<file path="src/rtl/key_schedule_gen.sv">
// Iterative AES-128 key expansion: rk0 is captured on start, then one round key is
// derived from the previous one every clock until rk10, using four byte S-boxes.
module key_schedule_gen #(
  parameter int NR      = 10,
  parameter int SCHED_W = 128 * (NR + 1)
) (
  input  logic               clk,
  input  logic               rst,
  input  logic               start,
  input  logic [127:0]       cipher_key,
  output logic [SCHED_W-1:0] key,
  output logic               busy,
  output logic               done,
  output logic               key_valid
);

  typedef enum logic {
    IDLE,
    EXPAND
  } state_t;

  localparam logic [3:0] LAST_ROUND = 4'(NR);

  localparam logic [7:0] SBOX [256] = '{
    8'h63, 8'h7c, 8'h77, 8'h7b, 8'hf2, 8'h6b, 8'h6f, 8'hc5, 8'h30, 8'h01, 8'h67, 8'h2b, 8'hfe, 8'hd7, 8'hab, 8'h76,
    8'hca, 8'h82, 8'hc9, 8'h7d, 8'hfa, 8'h59, 8'h47, 8'hf0, 8'had, 8'hd4, 8'ha2, 8'haf, 8'h9c, 8'ha4, 8'h72, 8'hc0,
    8'hb7, 8'hfd, 8'h93, 8'h26, 8'h36, 8'h3f, 8'hf7, 8'hcc, 8'h34, 8'ha5, 8'he5, 8'hf1, 8'h71, 8'hd8, 8'h31, 8'h15,
    8'h04, 8'hc7, 8'h23, 8'hc3, 8'h18, 8'h96, 8'h05, 8'h9a, 8'h07, 8'h12, 8'h80, 8'he2, 8'heb, 8'h27, 8'hb2, 8'h75,
    8'h09, 8'h83, 8'h2c, 8'h1a, 8'h1b, 8'h6e, 8'h5a, 8'ha0, 8'h52, 8'h3b, 8'hd6, 8'hb3, 8'h29, 8'he3, 8'h2f, 8'h84,
    8'h53, 8'hd1, 8'h00, 8'hed, 8'h20, 8'hfc, 8'hb1, 8'h5b, 8'h6a, 8'hcb, 8'hbe, 8'h39, 8'h4a, 8'h4c, 8'h58, 8'hcf,
    8'hd0, 8'hef, 8'haa, 8'hfb, 8'h43, 8'h4d, 8'h33, 8'h85, 8'h45, 8'hf9, 8'h02, 8'h7f, 8'h50, 8'h3c, 8'h9f, 8'ha8,
    8'h51, 8'ha3, 8'h40, 8'h8f, 8'h92, 8'h9d, 8'h38, 8'hf5, 8'hbc, 8'hb6, 8'hda, 8'h21, 8'h10, 8'hff, 8'hf3, 8'hd2,
    8'hcd, 8'h0c, 8'h13, 8'hec, 8'h5f, 8'h97, 8'h44, 8'h17, 8'hc4, 8'ha7, 8'h7e, 8'h3d, 8'h64, 8'h5d, 8'h19, 8'h73,
    8'h60, 8'h81, 8'h4f, 8'hdc, 8'h22, 8'h2a, 8'h90, 8'h88, 8'h46, 8'hee, 8'hb8, 8'h14, 8'hde, 8'h5e, 8'h0b, 8'hdb,
    8'he0, 8'h32, 8'h3a, 8'h0a, 8'h49, 8'h06, 8'h24, 8'h5c, 8'hc2, 8'hd3, 8'hac, 8'h62, 8'h91, 8'h95, 8'he4, 8'h79,
    8'he7, 8'hc8, 8'h37, 8'h6d, 8'h8d, 8'hd5, 8'h4e, 8'ha9, 8'h6c, 8'h56, 8'hf4, 8'hea, 8'h65, 8'h7a, 8'hae, 8'h08,
    8'hba, 8'h78, 8'h25, 8'h2e, 8'h1c, 8'ha6, 8'hb4, 8'hc6, 8'he8, 8'hdd, 8'h74, 8'h1f, 8'h4b, 8'hbd, 8'h8b, 8'h8a,
    8'h70, 8'h3e, 8'hb5, 8'h66, 8'h48, 8'h03, 8'hf6, 8'h0e, 8'h61, 8'h35, 8'h57, 8'hb9, 8'h86, 8'hc1, 8'h1d, 8'h9e,
    8'he1, 8'hf8, 8'h98, 8'h11, 8'h69, 8'hd9, 8'h8e, 8'h94, 8'h9b, 8'h1e, 8'h87, 8'he9, 8'hce, 8'h55, 8'h28, 8'hdf,
    8'h8c, 8'ha1, 8'h89, 8'h0d, 8'hbf, 8'he6, 8'h42, 8'h68, 8'h41, 8'h99, 8'h2d, 8'h0f, 8'hb0, 8'h54, 8'hbb, 8'h16
  };

  function automatic logic [31:0] sub_word(input logic [31:0] w);
    return {SBOX[w[31:24]], SBOX[w[23:16]], SBOX[w[15:8]], SBOX[w[7:0]]};
  endfunction

  function automatic logic [7:0] rcon(input logic [3:0] r);
    case (r)
      4'd1:    return 8'h01;
      4'd2:    return 8'h02;
      4'd3:    return 8'h04;
      4'd4:    return 8'h08;
      4'd5:    return 8'h10;
      4'd6:    return 8'h20;
      4'd7:    return 8'h40;
      4'd8:    return 8'h80;
      4'd9:    return 8'h1b;
      4'd10:   return 8'h36;
      default: return 8'h00;
    endcase
  endfunction

  state_t       state_q, state_n;
  logic [3:0]   round_q, round_n;
  logic [127:0] rk_q [0:NR];
  logic [127:0] prev_q;
  logic [127:0] next_rk;
  logic [31:0]  t_word;
  logic         done_n, valid_n, load, step;

  // prev_q mirrors the last written round key so the recurrence never muxes the schedule.
  always_comb begin
    t_word  = sub_word({prev_q[23:0], prev_q[31:24]}) ^ {rcon(round_q), 24'h0};
    next_rk[127:96] = prev_q[127:96] ^ t_word;
    next_rk[95:64]  = prev_q[95:64]  ^ next_rk[127:96];
    next_rk[63:32]  = prev_q[63:32]  ^ next_rk[95:64];
    next_rk[31:0]   = prev_q[31:0]   ^ next_rk[63:32];
  end

  always_comb begin
    state_n = state_q;
    round_n = round_q;
    done_n  = 1'b0;
    valid_n = key_valid;
    load    = 1'b0;
    step    = 1'b0;
    case (state_q)
      IDLE: begin
        if (start) begin
          load    = 1'b1;
          valid_n = 1'b0;
          round_n = 4'd1;
          state_n = EXPAND;
        end
      end
      EXPAND: begin
        step = 1'b1;
        if (round_q == LAST_ROUND) begin
          state_n = IDLE;
          round_n = 4'd0;
          done_n  = 1'b1;
          valid_n = 1'b1;
        end else begin
          round_n = round_q + 4'd1;
        end
      end
      default: state_n = IDLE;
    endcase
  end

  always_ff @(posedge clk) begin
    if (rst) begin
      state_q   <= IDLE;
      round_q   <= 4'd0;
      done      <= 1'b0;
      key_valid <= 1'b0;
      prev_q    <= '0;
      for (int i = 0; i <= NR; i++) rk_q[i] <= '0;
    end else begin
      state_q   <= state_n;
      round_q   <= round_n;
      done      <= done_n;
      key_valid <= valid_n;
      if (load) begin
        // A new expansion wipes the old schedule so unwritten slices read as zero.
        for (int i = 1; i <= NR; i++) rk_q[i] <= '0;
        rk_q[0] <= cipher_key;
        prev_q  <= cipher_key;
      end else if (step) begin
        rk_q[round_q] <= next_rk;
        prev_q        <= next_rk;
      end
    end
  end

  assign busy = (state_q == EXPAND);

  for (genvar g = 0; g <= NR; g++) begin : g_key
    assign key[SCHED_W-1-128*g -: 128] = rk_q[g];
  end

endmodule

</file>
<file path="config.mk">
export PLATFORM = sky130hd
export DESIGN_NAME = key_schedule_gen
export DESIGN_NICKNAME = d
export VERILOG_FILES = /design/src/rtl/key_schedule_gen.sv
export SDC_FILE = /design/constraint.sdc
export NUM_CORES = 2
export LEC_CHECK = 0
export ABC_AREA = 0
export CAP_MARGIN = 25
export CORE_AREA = 2 2 605 607
export CTS_CLUSTER_SIZE = 16
export DETAILED_ROUTE_END_ITERATION = 10
export DIE_AREA = 0 0 607 609
export GPL_TIMING_DRIVEN = 0
export PLACE_DENSITY = 0.46
export SYNTH_ARGS = -nofsm -noshare
export SYNTH_HDL_FRONTEND = slang
export SYNTH_SLANG_ARGS = --single-unit
</file>
<file path="constraint.sdc">
create_clock -name clk -period 15.2 [get_ports clk]
set_clock_uncertainty 0.1 [all_clocks]
set_input_delay 4.56 -clock clk [delete_from_list [all_inputs] [get_ports clk]]
set_output_delay 4.56 -clock clk [all_outputs]
set_load 0.005 [all_outputs]
</file>
---- Word-level counts from Yosys, hierarchy flattened ----
Memories as Yosys holds them, arrays and structs flattened. A register that Yosys moved wholly into a read port is not among the register bits.
Cells that the tools add are included.
W data, S select, Z words.
word-level totals
  flip-flop bits (word level) ............. 135
  memory bits (writable) .................. 1408
  memory bits (read-only) ................. 8320
  input port bits ......................... 131
  memories kept ........................... 6
memory list
  memory            depth  bits a word  read ports  clocked after memory_dff  write ports  RTL line  RTL
  (name not given)  256    8            1           0                         0            44        return {SBOX[w[31:24]], SBOX[w[23:16]], SBOX[w[15:8]], SBOX[w[7:0]]};
  (name not given)  256    8            1           0                         0            44
  (name not given)  256    8            1           0                         0            44
  (name not given)  256    8            1           0                         0            44
  rk_q              11     128          11          0                         11           65        logic [127:0] rk_q [0:NR];
  (name not given)  16     8            1           1                         0            48        case (r)
operators by class
  add/sub/neg operators ................... 1
  $lt $le $gt $ge ......................... 4
  equality and inequality tests ........... 3
  multiplexer cells ....................... 47
  bitwise operators ....................... 21
  reductions and logical operators ........ 4
operator list
  cell                   count
  $mux W128              14
  $xor A32 B32 Y32       5
  $reduce_or A128 Y1     1
  $mux W8                8
  $ge A9 B9 Y1 const B   4
  $not A8 Y9             4
  $mux W4                5
  $mux W1                17
  $or A1 B1 Y1           11
  $pmux W4 S2            1
  $add A4 B1 Y4 const B  1
  $eq A4 B4 Y1 const B   1
  $pmux W1 S2            2
  $ne A2 B1 Y1 const B   1
  $ne A2 B2 Y1 const B   1
  $reduce_and A2 Y1      1
  $reduce_bool A2 Y1     1
  $reduce_or A2 Y1       1
  $not A1 Y1             1

---- Longest topological paths before layout ----
  depth in word-level cells ............... 11
  depth in mapped cells ................... 17
  gate-level depth less buffers ........... 12

---- Worst setup path before layout ----
Ideal clock, no wire load.
  kind .................................... in2reg
  start point ............................. input rst
  end point ............................... memory rk_q[0][0] (enable)
  library setup time ...................... 1.112 ns
  arrival ................................. 7.870 ns
  required time ........................... 13.988 ns
  path slack .............................. 6.117 ns
  stages on the path ...................... 7
  buffers on the path ..................... 3
  cell sequence ........................... clkbuf_1 > nand2b_1 > nor3_1 > nand2_1 > clkbuf_1 > clkbuf_1 > nand2_1
RTL lines
  element             RTL line  RTL
  start: declaration  8         input logic rst,
  end: declaration    65

==> flow_summary.toml <==
[pwr]
power_frac_seq = 0.233
leakage_nw = 36.9
fin_total_pwr_w = 0.0227
p_sw_w = 0.0123
comb_power_share = 0.571
internal_power_w = 0.0105
switching_share = 0.539
power_frac_clock = 0.195
power_density_mw_per_mm2 = 224
peakVddDrop_mv = 0.171

[logic_synthesis]
synth_compound_area_frac = 0.123
synth_most_common_cell = "nor2_1"
synthAdderAreaFrac = 0.0116
syn_inst = 6276
yosysSeqAreaShare = 0.632
synth_edf_count = 1408
synthMuxAreaShare = 0.0231
yosys.area.top_type = "edfxtp_1"
async_flop_share = 0
synth_top_area_share = 0.591
synthesis.area_sq_mm = 0.0715
synth-main-ff-cell = "edfxtp_1"
synth.distinct_cells = 95
syn_nets = 6471
synth_common_cells = "nor2_1 (1,469), edfxtp_1 (1,408), clkbuf_1 (449)"
synth_top_family_by_area = "simple AND/OR/NAND/NOR gates"
synth-seq-cells = 1551
syn_area_per_cell_sq_um = 11.4
ys_top_cells_by_area = "edfxtp_1 (59%), nor2_1 (7.7%), dfxtp_1 (4.0%)"
ys_warn_count = 0
synth-simple-area-share = 0.142
synth_xor_area_frac = 0.0287

[clocking]
tritoncts = "yes"
cts.sinks = 1551
postCtsSetupBuffers = 0
hold_buffers = 0
cts_buffer_depth = 4
root_buffer = "clkbuf_16"
cts.repair.resized = 0
clk_pin_slew_ps = 60
clock_latency_ps = 930
htree_levels = 4
cts_made_buffers = 184

[global_routing]
grt_antenna_before_repair = 120
track_usage = 0.277
grt_max_degree = 74
grt_pass1_vias = 61300
grt_pass1_wl_mm = 672
gr-total-overflow = 0

[cells_and_area]
drive_gt1_frac = 0.0954
final_nets = 8355
area_growth_syn_to_layout_pct = 42.0
final_cell_area_sq_mm = 0.102

[drt]
via_count = 66200
first_pass_iters = 8
postRouteAntennaNets = 0
avgRoutedWirePerCell_um = 40.6
drc = 0
postRouteWirelength_mm = 534
vias_per_cell = 5.03
drtIter0Drc = 9326

[die]
die_h_um = 609
core_sq_mm = 0.364
die_area_sq_mm = 0.370
die_x_um = 607
start_util = 0.196
rows = 222
ios = 1542

[place]
globalplace.congestion = 0.997
port_buffers = 1540
dp.final_hpwl_mm = 419
dpl_cell_area_sq_mm = 0.0955

[critical_path]
crit_fanout = 10
endpoint_kind = "register"
cpLargestDelayFamily = "buffers and inverters"
crit_type = "register to register"
crit_path_start_kind = "register"
cp_common_cell = "clkbuf_1"
crit_slowest_cell = "xor2_1"
cpPeakStageDelay_ps = 920
crit_required_ps = 15660
crit_path_cell_trace = "clkbuf_1 > clkbuf_1 > inv_1 > ha_1 > clkbuf_1 > nor2_1 > or3_1 > a31oi_1 > a32oi_1 > o221ai_1 > a21oi_1 > xnor2_2 > xor2_2 > xor2_1 > buf_2 > nor2_1"
worstPathArrival_ps = 9530
crit_buf_inv = 5

[sta]
rsz0062_at_grt = "no"
setup_tns_ps = 0
setup_viol = 0
min_period_over_period = 0.596
drv_slew = 0
hold_viol = 0
slew_headroom = 0.178
min_period_ps = 9070
holdWs_ps = 349
tightest_slew_ps = 1220
clock.fmax_mhz = 110

[worst_hold_path]
hold_path.class = "register to register"

[run_status]
status = "completed"

[run]
max_cap_violations = 0
-- path summary, 6_finish.rpt --
kind | startpoint | to | slack, ps | cells past startpoint
worst max-delay path | prev_q[8] | rk_q[10][48] | 6130 | 16
worst min-delay path | key_valid | key_valid | 350 | 2
worst max register to register | prev_q[8] | rk_q[10][48] | 6130 | 16
worst min register to register | key_valid | key_valid | 350 | 2
-- cells by family after synthesis --
kind of cell    after synthesis
mux                          95
simple gates               2374
flops                      1551
buf+inv                     698
fa+ha+maj                    67
compound gates             1297
xor+xnor                    194
-- cells in the final DEF, fill, tap and decap left out, types with 36 or more instances in the layout --
| cell | Yosys | routed |
|---|---|---|
| clkbuf_16 | 0 | 184 |
| ha_1 | 64 | 64 |
| a311oi_1 | 45 | 45 |
| xor2_1 | 60 | 57 |
| buf_2 | 151 | 156 |
| xnor2_1 | 91 | 86 |
| o211ai_1 | 46 | 46 |
| edfxtp_1 | 1408 | 1408 |
| a21oi_1 | 214 | 214 |
| buf_4 | 14 | 44 |
| nand3_1 | 64 | 64 |
| mux4_2 | 54 | 54 |
| buf_8 | 0 | 62 |
| inv_1 | 39 | 38 |
| clkbuf_1 | 449 | 448 |
| nor2_1 | 1469 | 1469 |
| o21ai_0 | 297 | 297 |
| nand2_1 | 355 | 345 |
| nand2b_1 | 77 | 77 |
| clkdlybuf4s50_1 | 0 | 1540 |
| a31oi_1 | 58 | 58 |
| clkbuf_2 | 0 | 40 |
| a211oi_1 | 262 | 262 |
| nor2b_1 | 169 | 169 |
| dfxtp_1 | 143 | 143 |
| nor3_1 | 90 | 90 |
| diode_2 | 0 | 40 |
| o211a_1 | 36 | 36 |
| clkinv_1 | 5 | 36 |
-- power by group through the flow --
stage	Sequential [W]	Clock (W)	Combinational [W]
floorplan	0.00539	0	0.00408
global placement	0.00545	0	0.0119
detailed placement	0.00538	0	0.0126
CTS	0.00530	0.00448	0.0127
global route	0.00534	0.00462	0.0129
finish	0.00531	0.00444	0.0130
-- per-layer routing --
metal  part of all wire  GRT usage
met1               0.39      0.341
met5            0.00034          0
met4              0.060      0.142
met3              0.090     0.0679
met2               0.46      0.447
-- state kept, by name, indices dropped and copies added, names as in the netlist, named ones only --
signal	flops
rk_q	1408
prev_q	128
round_q	4
busy	1
done	1
key_valid	1
-- final cells by class --
class	count	area [sq um]
antenna	40	100
buffer	648	2750
clock buffer	227	4810
clock inverter	102	987
fill	37900	262000
inverter	50	195
multi-input combinational	4027	23600
sequential	1551	45100
tap	4816	6030
timing repair buffer	1698	17900
-- worst reg2reg max path: cells and delay by family (launching register included) --
family / cells / cell delay, ps
and+or+nand+nor: 3 / 1010
AOI/OAI and AO/OA: 4 / 980
adders and majority gates: 1 / 550
xor gates and xnor gates: 3 / 2480
DFF: 1 / 550
buffers and inverters: 5 / 3100
-- per-stage QoR --
step	std cells	worst slack [ps]	util
after floorplan	6276	6120	-
after global placement	12600	171	0.255
after detailed placement	12800	6250	0.262
after CTS	13100	6730	0.278
after global routing	13100	6430	0.279
final	13200	6130	0.279
Note: power is estimated with default switching activity, not from simulation.
